==> src/rtl/mem_arbiter.sv <==
// rtl/mem_arbiter.sv - two-requester round-robin arbiter in front of a fixed-latency RAM port
// One transaction in flight: IDLE captures a winner, BUSY drives the RAM, RESP returns the result.
module mem_arbiter #(
  parameter int MEM_LATENCY = 4
) (
  input  logic        clk,
  input  logic        rst,
  input  logic        i_req_valid,
  input  logic [31:0] i_req_addr,
  input  logic [31:0] i_req_data,
  input  logic        i_req_wen,
  input  logic        d_req_valid,
  input  logic [31:0] d_req_addr,
  input  logic [31:0] d_req_data,
  input  logic        d_req_wen,
  output logic        i_resp_valid,
  output logic [31:0] i_resp_data,
  output logic        d_resp_valid,
  output logic [31:0] d_resp_data,
  output logic [31:0] mem_addr,
  output logic [31:0] mem_data,
  output logic        mem_wen,
  input  logic [31:0] mem_rdata,
  output logic        busy
);

  localparam logic [3:0] LAT_M1 = 4'(MEM_LATENCY - 1);

  typedef enum logic [1:0] {IDLE, BUSY, RESP} state_t;

  state_t      state, state_nxt;
  logic        last_d;
  logic        gnt_d;
  logic        grant_d;
  logic [31:0] lat_addr;
  logic [31:0] lat_data;
  logic        lat_wen;
  logic [3:0]  cnt;

  // D wins a tie only when I was granted most recently
  assign grant_d = d_req_valid && (!i_req_valid || !last_d);

  always_ff @(posedge clk) begin
    if (rst) state <= IDLE;
    else     state <= state_nxt;
  end

  always_comb begin
    state_nxt = state;
    case (state)
      IDLE:    if (i_req_valid || d_req_valid) state_nxt = BUSY;
      BUSY:    if (cnt == 4'd0) state_nxt = RESP;
      RESP:    state_nxt = IDLE;
      default: state_nxt = IDLE;
    endcase
  end

  always_comb begin
    busy         = (state != IDLE);
    mem_addr     = 32'd0;
    mem_data     = 32'd0;
    mem_wen      = 1'b0;
    i_resp_valid = 1'b0;
    d_resp_valid = 1'b0;
    if (state == BUSY) begin
      mem_addr = lat_addr;
      mem_data = lat_data;
      mem_wen  = lat_wen;
    end
    if (state == RESP) begin
      i_resp_valid = !gnt_d;
      d_resp_valid = gnt_d;
    end
  end

  always_ff @(posedge clk) begin
    if (rst) begin
      last_d      <= 1'b0;
      gnt_d       <= 1'b0;
      lat_addr    <= 32'd0;
      lat_data    <= 32'd0;
      lat_wen     <= 1'b0;
      cnt         <= 4'd0;
      i_resp_data <= 32'd0;
      d_resp_data <= 32'd0;
    end else begin
      case (state)
        IDLE: begin
          if (i_req_valid || d_req_valid) begin
            gnt_d    <= grant_d;
            last_d   <= grant_d;
            lat_addr <= grant_d ? d_req_addr : i_req_addr;
            lat_data <= grant_d ? d_req_data : i_req_data;
            lat_wen  <= grant_d ? d_req_wen  : i_req_wen;
            cnt      <= LAT_M1;
          end
        end
        BUSY: begin
          if (cnt != 4'd0) begin
            cnt <= cnt - 4'd1;
          end else if (gnt_d) begin
            d_resp_data <= lat_wen ? 32'd0 : mem_rdata;
          end else begin
            i_resp_data <= lat_wen ? 32'd0 : mem_rdata;
          end
        end
        default: ;
      endcase
    end
  end

endmodule

==> config.mk <==
export PLATFORM = sky130hd
export DESIGN_NAME = mem_arbiter
export DESIGN_NICKNAME = d
export VERILOG_FILES = /design/src/rtl/mem_arbiter.sv
export SDC_FILE = /design/constraint.sdc
export NUM_CORES = 1
export LEC_CHECK = 0
export ABC_AREA = 1
export CORE_UTILIZATION = 44
export DETAILED_ROUTE_END_ITERATION = 10
export PLACE_DENSITY = 0.92
export SYNTH_ARGS = -nofsm -noshare
export SYNTH_HDL_FRONTEND = slang
export SYNTH_SLANG_ARGS = --single-unit
==> constraint.sdc <==
create_clock -name clk -period 2 [get_ports clk]
set_input_delay 0.5 -clock clk [delete_from_list [all_inputs] [get_ports clk]]
set_output_delay 0.5 -clock clk [all_outputs]
set_load 0.02 [all_outputs]
==> metrics.md, run 1 <==
| Metric | Value |
|---|---|
| Status | `finished, violations left` |
| Violated checks | `setup timing` |
| DRC Markers | `0` |
| DR vias | `6985` |
| Post-route ant nets | `0` |
| Starting Density | `45.5%` |
| Worst min-delay path category | `flip-flop to flip-flop` |
| Pleak | `4.28 nW` |
| CP Max Fanout | `6` |
| CP arrival | `roughly 1.6 ns` |
| Mapped Cells | `889` |
| RSZ-0062 raised after global routing | `yes` |
| CTS Root Cell | `clkbuf_16` |
| Most common cell after layout, fill and taps aside | `nor2_1` |
| Initial antenna violation count | `0` |
| Power Density | `891 mW/mm²` |
| WS Path Type | `flip-flop to primary output` |
| Synth-to-layout area growth | `69.9%` |
| Max_slew headroom | `74.7%` |
| Clock latency at the later pin of the worst-skew pair | `0.41 ns` |
| Die footprint | `between 0.01 and 0.015 mm²` |
| CTS Buf Count | `17` |
| Most frequent cells in the layout | `298 x nor2_1, 229 x clkdlybuf4s50_1, 146 x o21ai_0` |
| Core Region | `roughly 0.013 mm²` |
| Synth Warn # | `0` |
| Max clock buf depth | `2` |
| CTS sink count | `136` |
| Final net count | `1362` |
| Sequential cell area fraction in the yosys report | `44.6%` |
| Port Buffers | `297` |
| Initial DRT Pass Iterations | `6` |
| Die Wd | `120 µm` |
| Initial DRC count | `~500` |
| Actual slew at the worst max-slew pin | `0.375 ns` |
| Top cell type by total area after synthesis | `dfxtp_1` |
| Hold_buf cts | `0` |
| Synth Net Count | `1057` |
| Worst setup SP type | `flip-flop` |
| Worst-path clk slew | `0.06 ns` |
| Diode count | `0` |
| Max Cap Violations | `0` |
| Overall Global Routing Usage | `30.1%` |
| Synth Cell Area | `0.00610 mm²` |
| I/O pin total | `298` |
| Cell variety after synth | `27` |
| Vias in the first global route | `6645` |
| Vias/cell | `5.05` |
| First-pass GRT wire length | `roughly 34 mm` |
| Final hold violations | `0` |
| Setup TNS | `-2.32 ns` |
| Setup slack after layout | `-0.116 ns` |
| Synth top area share | `44.6%` |
| H-tree levels | `4` |
| Worst Setup End Kind | `primary output` |
| PnR Total Power | `approximately 9.2 mW` |
| Peak supply drop | `0.639 mV` |
| Seq cells post-synth | `136` |
| Period utilization | `106%` |
| Clock skew | `0.0118 ns` |
| Top post-synthesis cells by area | `dfxtp_1 45%, nor2_1 22%, o21ai_0 12%` |
| Share of cells above drive strength 1 | `between 15 and 20%` |
| Placer congestion estimate | `0.874` |
| DIE HEIGHT | `about 120 µm` |
| Cell Rows | `42` |
| Final wirelength | `~23 mm` |
| Final period demand of the worst path | `2.12 ns` |
| Largest net degree at the start of global routing | `50` |
| Count of final setup violators | `57` |
| Fmax | `473 MHz` |
| Syn avg cell area | `6.86 µm²` |
| Total global routing overflow | `0` |
| CTS tree | `done` |
| Wire per inst | `between 15 and 20 µm` |
| Req. time, crit path | `1.50 ns` |
| Dpl hpwl | `15.2 mm` |
| Fin. max-slew vios | `0` |
-- stage by stage --
step | hold WS, ns | setup slack, ns | area, µm² | std cells | util (%)
after detailed placement | 0.471 | -0.0601 | 9290 | 1337 | 69.4
final | 0.480 | -0.116 | 10400 | 1382 | 77.3
after CTS | 0.480 | -0.125 | 9980 | 1379 | 74.5
after global routing | 0.501 | -0.165 | 10400 | 1382 | 77.3
after global placement | 0.457 | 0.0296 | 9290 | 1337 | 69.4
after floorplan | 0.437 | 0.261 | 6100 | 889 | -
-- what timing repair did --
action,CTS,global route
pin swaps,1,6
buffers inserted,8,4
gates cloned,3,3
gates resized for setup,340,125
setup endpoints to repair,68,61
endpoints found under the hold margin,0,0
-- path summary, 6_finish.rpt --
check                               startpoint  depth (start not counted)  slack [ns]                      endpoint
setup reg to reg         state[0]$_SDFFE_PP0P_                          9        0.20   i_resp_data[5]$_SDFFE_PP0P_
setup / recovery         state[0]$_SDFFE_PP0P_                          7       -0.12                  mem_data[13]
hold / removal    i_resp_data[27]$_SDFFE_PP0P_                          2        0.48  i_resp_data[27]$_SDFFE_PP0P_
hold reg to reg   i_resp_data[27]$_SDFFE_PP0P_                          2        0.48  i_resp_data[27]$_SDFFE_PP0P_
-- registers in the layout, summed over array words and instances (netlist names) --
name,flops
cnt,4
d_resp_data,32
gnt_d,1
i_resp_data,32
lat_addr,32
lat_data,32
lat_wen,1
state,2
-- synthesized netlist by cell type (all sizes together) --
master	count
nand3	8
o21ai	189
clkbuf	26
ha	2
o32ai	1
nor3	4
nor2	358
or2	3
buf	30
o22ai	4
a21oi	4
nand2	12
inv	112
dfxtp	136
-- layout make-up --
cell class,instances,area (µm²)
timing repair buffer,342,3490
multi-input combinational,585,2880
inverter,112,428
sequential,136,2720
fill,904,3040
tap,176,220
clock buffer,20,447
clock inverter,11,173
-- metal layers --
layer  GRT usage, %  wire length, µm  vias up
met5              0                0        -
met4           16.7             1070        0
met3           10.1             2150       80
met2           52.6            11400      356
met1           31.7             8380     3188
li1               -                -     3361
-- power breakdown --
group,total [mW],internal (mW),leakage (nW),switching (mW)
Sequential,3.16,3.03,1.12,0.130
Combinational,2.77,1.24,2.87,1.54
Clock,3.30,2.12,0.300,1.19
-- logic make-up (layout without fill, tap and decap cells) --
kind of cell             Yosys count  count (layout)  share of synthesized area (%)
buffers and inverters            168             485                           12.5
adder cells (fa/ha/maj)            2               2                          0.410
flip-flops                       136             136                           44.6
AO/OA/AOI/OAI                    198             198                           17.5
AND/OR/NAND/NOR                  385             385                           24.9
-- worst max-delay path, stage by stage (launching register included) --
cell,delay [ns]
dfxtp_2,0.33
inv_2,0.05
nor2_4,0.13
clkinv_4,0.11
buf_6,0.15
buf_6,0.13
nor2_2,0.13
buf_4,0.17
No activity file was read; power rests on OpenSTA's default activity.
==> inputs of run 2 (changes only) <==
--- a/config.mk
+++ b/config.mk
@@ -8,7 +8,7 @@
 export ABC_AREA = 1
 export CORE_UTILIZATION = 44
 export DETAILED_ROUTE_END_ITERATION = 10
-export PLACE_DENSITY = 0.92
+export PLACE_DENSITY = 0.88
 export SYNTH_ARGS = -nofsm -noshare
 export SYNTH_HDL_FRONTEND = slang
 export SYNTH_SLANG_ARGS = --single-unit
==> run 2 against run 1 <==
  * The flow now finishes without violations
  * Power shrank 8.1%
  * Clock skew grew 0.0041 ns
  * Global-route usage shrank 1.6 points
  * Sequential cell count is the same
  * Worst setup slack gained 0.15 ns
  * Final cell count shrank 0.80%
  * Core utilization shrank 5.2 points
  * Clock power shrank 9.4%
  * Hold slack lost 0.0082 ns
  * Via count shrank 3.1%
  * Routed wire length shrank 10%
  * First-iteration DRC count grew 17%
==> metrics.md, run 2 (synthesis results as in run 1) <==
| Metric | Value |
|---|---|
| Most frequent cells in the layout | `343 x nor2_1, 229 x clkdlybuf4s50_1, 146 x o21ai_0` |
| CTS tree | `done` |
| Count of final setup violators | `0` |
| Total global routing overflow | `0` |
| Worst-path clk slew | `~0.06 ns` |
| Fin. max-slew vios | `0` |
| CTS Root Cell | `clkbuf_16` |
| Pleak | `4.13 nW` |
| Initial DRT Pass Iterations | `6` |
| Placer congestion estimate | `0.880` |
| Clock latency at the later pin of the worst-skew pair | `approximately 0.42 ns` |
| Power Density | `878 mW/mm²` |
| Final hold violations | `0` |
| Die Wd | `about 120 µm` |
| Synth-to-layout area growth | `58.6%` |
| Die footprint | `0.0143 mm²` |
| H-tree levels | `4` |
| WS Path Type | `flip-flop to primary output` |
| Overall Global Routing Usage | `28.5%` |
| CP Max Fanout | `37` |
| DR vias | `6770` |
| Initial antenna violation count | `1` |
| Vias/cell | `around 4.9` |
| Worst Setup End Kind | `primary output` |
| Initial DRC count | `approximately 580` |
| I/O pin total | `298` |
| GRT busiest layer | `met2` |
| Core Region | `0.0134 mm²` |
| Dpl hpwl | `14.6 mm` |
| Most common cell after layout, fill and taps aside | `nor2_1` |
| Post-CTS setup buffer count | `0` |
| Fmax | `508 MHz` |
| Cell Rows | `42` |
| DRC Markers | `0` |
| P_int | `5.88 mW` |
| Vias in the first global route | `6409` |
| Setup slack after layout | `0.0319 ns` |
| Peak supply drop | `0.567 mV` |
| Port Buffers | `297` |
| Post-route ant nets | `0` |
| Clock power share | `approximately a third` |
| DIE HEIGHT | `120 µm` |
| Req. time, crit path | `1.50 ns` |
| Max Cap Violations | `0` |
| RSZ-0062 raised after global routing | `yes` |
| Worst setup SP type | `flip-flop` |
| DP Worst Slack | `-0.0657 ns` |
| Final period demand of the worst path | `~2.0 ns` |
| Status | `finished, final reports clean` |
| Logic pwr share | `27.6%` |
| Max_slew headroom | `75.1%` |
| Final net count | `1349` |
| Starting Density | `45.5%` |
| Final cell count without fillers | `around 1400` |
| Share of cells above drive strength 1 | `~15%` |
| Switching power | `2.61 mW` |
| Actual slew at the worst max-slew pin | `0.374 ns` |
| CP arrival | `about 1.5 ns` |
| Wire per inst | `approximately 15 µm` |
| Switching fraction of total power | `about 31%` |
| Setup TNS | `0 ns` |
| Clock skew | `0.0159 ns` |
| Met2 Usage GRT | `approximately half` |
| Max clock buf depth | `2` |
| CTS sink count | `136` |
| Final wirelength | `20.6 mm` |
| Routing usage on met3 | `9.65%` |
| Period utilization | `98.4%` |
| Post-Place Cells | `1338` |
| First-pass GRT wire length | `31.9 mm` |
| Met1 Use GR | `31.1%` |
| CTS Buf Count | `17` |
| Seq pwr share | `37.2%` |
| Largest net degree at the start of global routing | `50` |
| Worst min-delay path category | `flip-flop to flip-flop` |
==> run 2: cell types whose count changed in the layout (fill, tap and decap cells not counted), moves of 2 or more <==
cell,change
buf_12,-2
buf_16,-2
buf_2,+22
buf_4,+8
buf_6,-36
bufinv_16,-2
clkbuf_16,-2
clkinv_2,+6
inv_2,+2
nor2_1,+45
nor2_2,-20
nor2_4,-25
==> run 2: area by class of cell <==
cell class	instances	area [µm²]
repair buffers	329	3100
clock buffers	18	429
well taps	176	220
diodes	1	2.50
fillers	1046	3730
flip-flops and latches	136	2720
inverters	112	420
clock inverters	14	134
multi-input cells	585	2640
==> run 2: through the flow <==
| stage | hold WS, ns | area (µm²) | power (mW) | utilization (%) |
|---|---|---|---|---|
| global placement | 0.452 | 9300 | 5.52 | 69.4 |
| CTS | 0.472 | 9560 | 8.50 | 71.3 |
| finish | 0.471 | 9670 | 8.49 | 72.2 |
| global route | 0.486 | 9670 | 8.91 | 72.2 |
| floorplan | 0.437 | 6100 | 4.48 | - |
| detailed placement | 0.457 | 9300 | 5.57 | 69.4 |
==> run 2: worst max-delay path: stages, from the launching register on <==
cell and delay (ns):
dfxtp_1 0.34, inv_2 0.05, nor2_4 0.09, inv_2 0.07, buf_12 0.17, nor2_2 0.15, buf_4 0.17
==> run 2: final timing paths <==
path	from	endpoint	slack, ns	cells after the start
setup / recovery	state[0]$_SDFFE_PP0P_	mem_data[29]	0.03	6
hold reg to reg	lat_addr[22]$_SDFFE_PP0P_	lat_addr[22]$_SDFFE_PP0P_	0.47	2
setup reg to reg	cnt[0]$_SDFFE_PP0P_	i_resp_data[9]$_SDFFE_PP0P_	0.29	8
hold / removal	lat_addr[22]$_SDFFE_PP0P_	lat_addr[22]$_SDFFE_PP0P_	0.47	2
==> run 2: power by group through the flow <==
stage / sequential (mW) / combinational [mW] / clock (mW)
after global placement: 3.19 / 2.33 / 0
final: 3.15 / 2.35 / 2.99
after floorplan: 3.33 / 1.15 / 0
after CTS: 3.15 / 2.31 / 3.04
after detailed placement: 3.21 / 2.36 / 0
after global routing: 3.19 / 2.55 / 3.18
==> run 2: repair_timing <==
action                                  CTS  global route
pin swaps                                 0             0
gates resized for setup                 277            51
hold buffers                              0             0
endpoints found under the setup margin   68            44
==> run 2: layer usage <==
layer  wire length (µm)  vias to the layer above  share of wire, %
met5                  0                        -                 0
met4                881                        0               4.3
met3               1830                       62               8.9
met2              10000                      305                49
met1               7880                     3068                38
li1                   -                     3335                 -
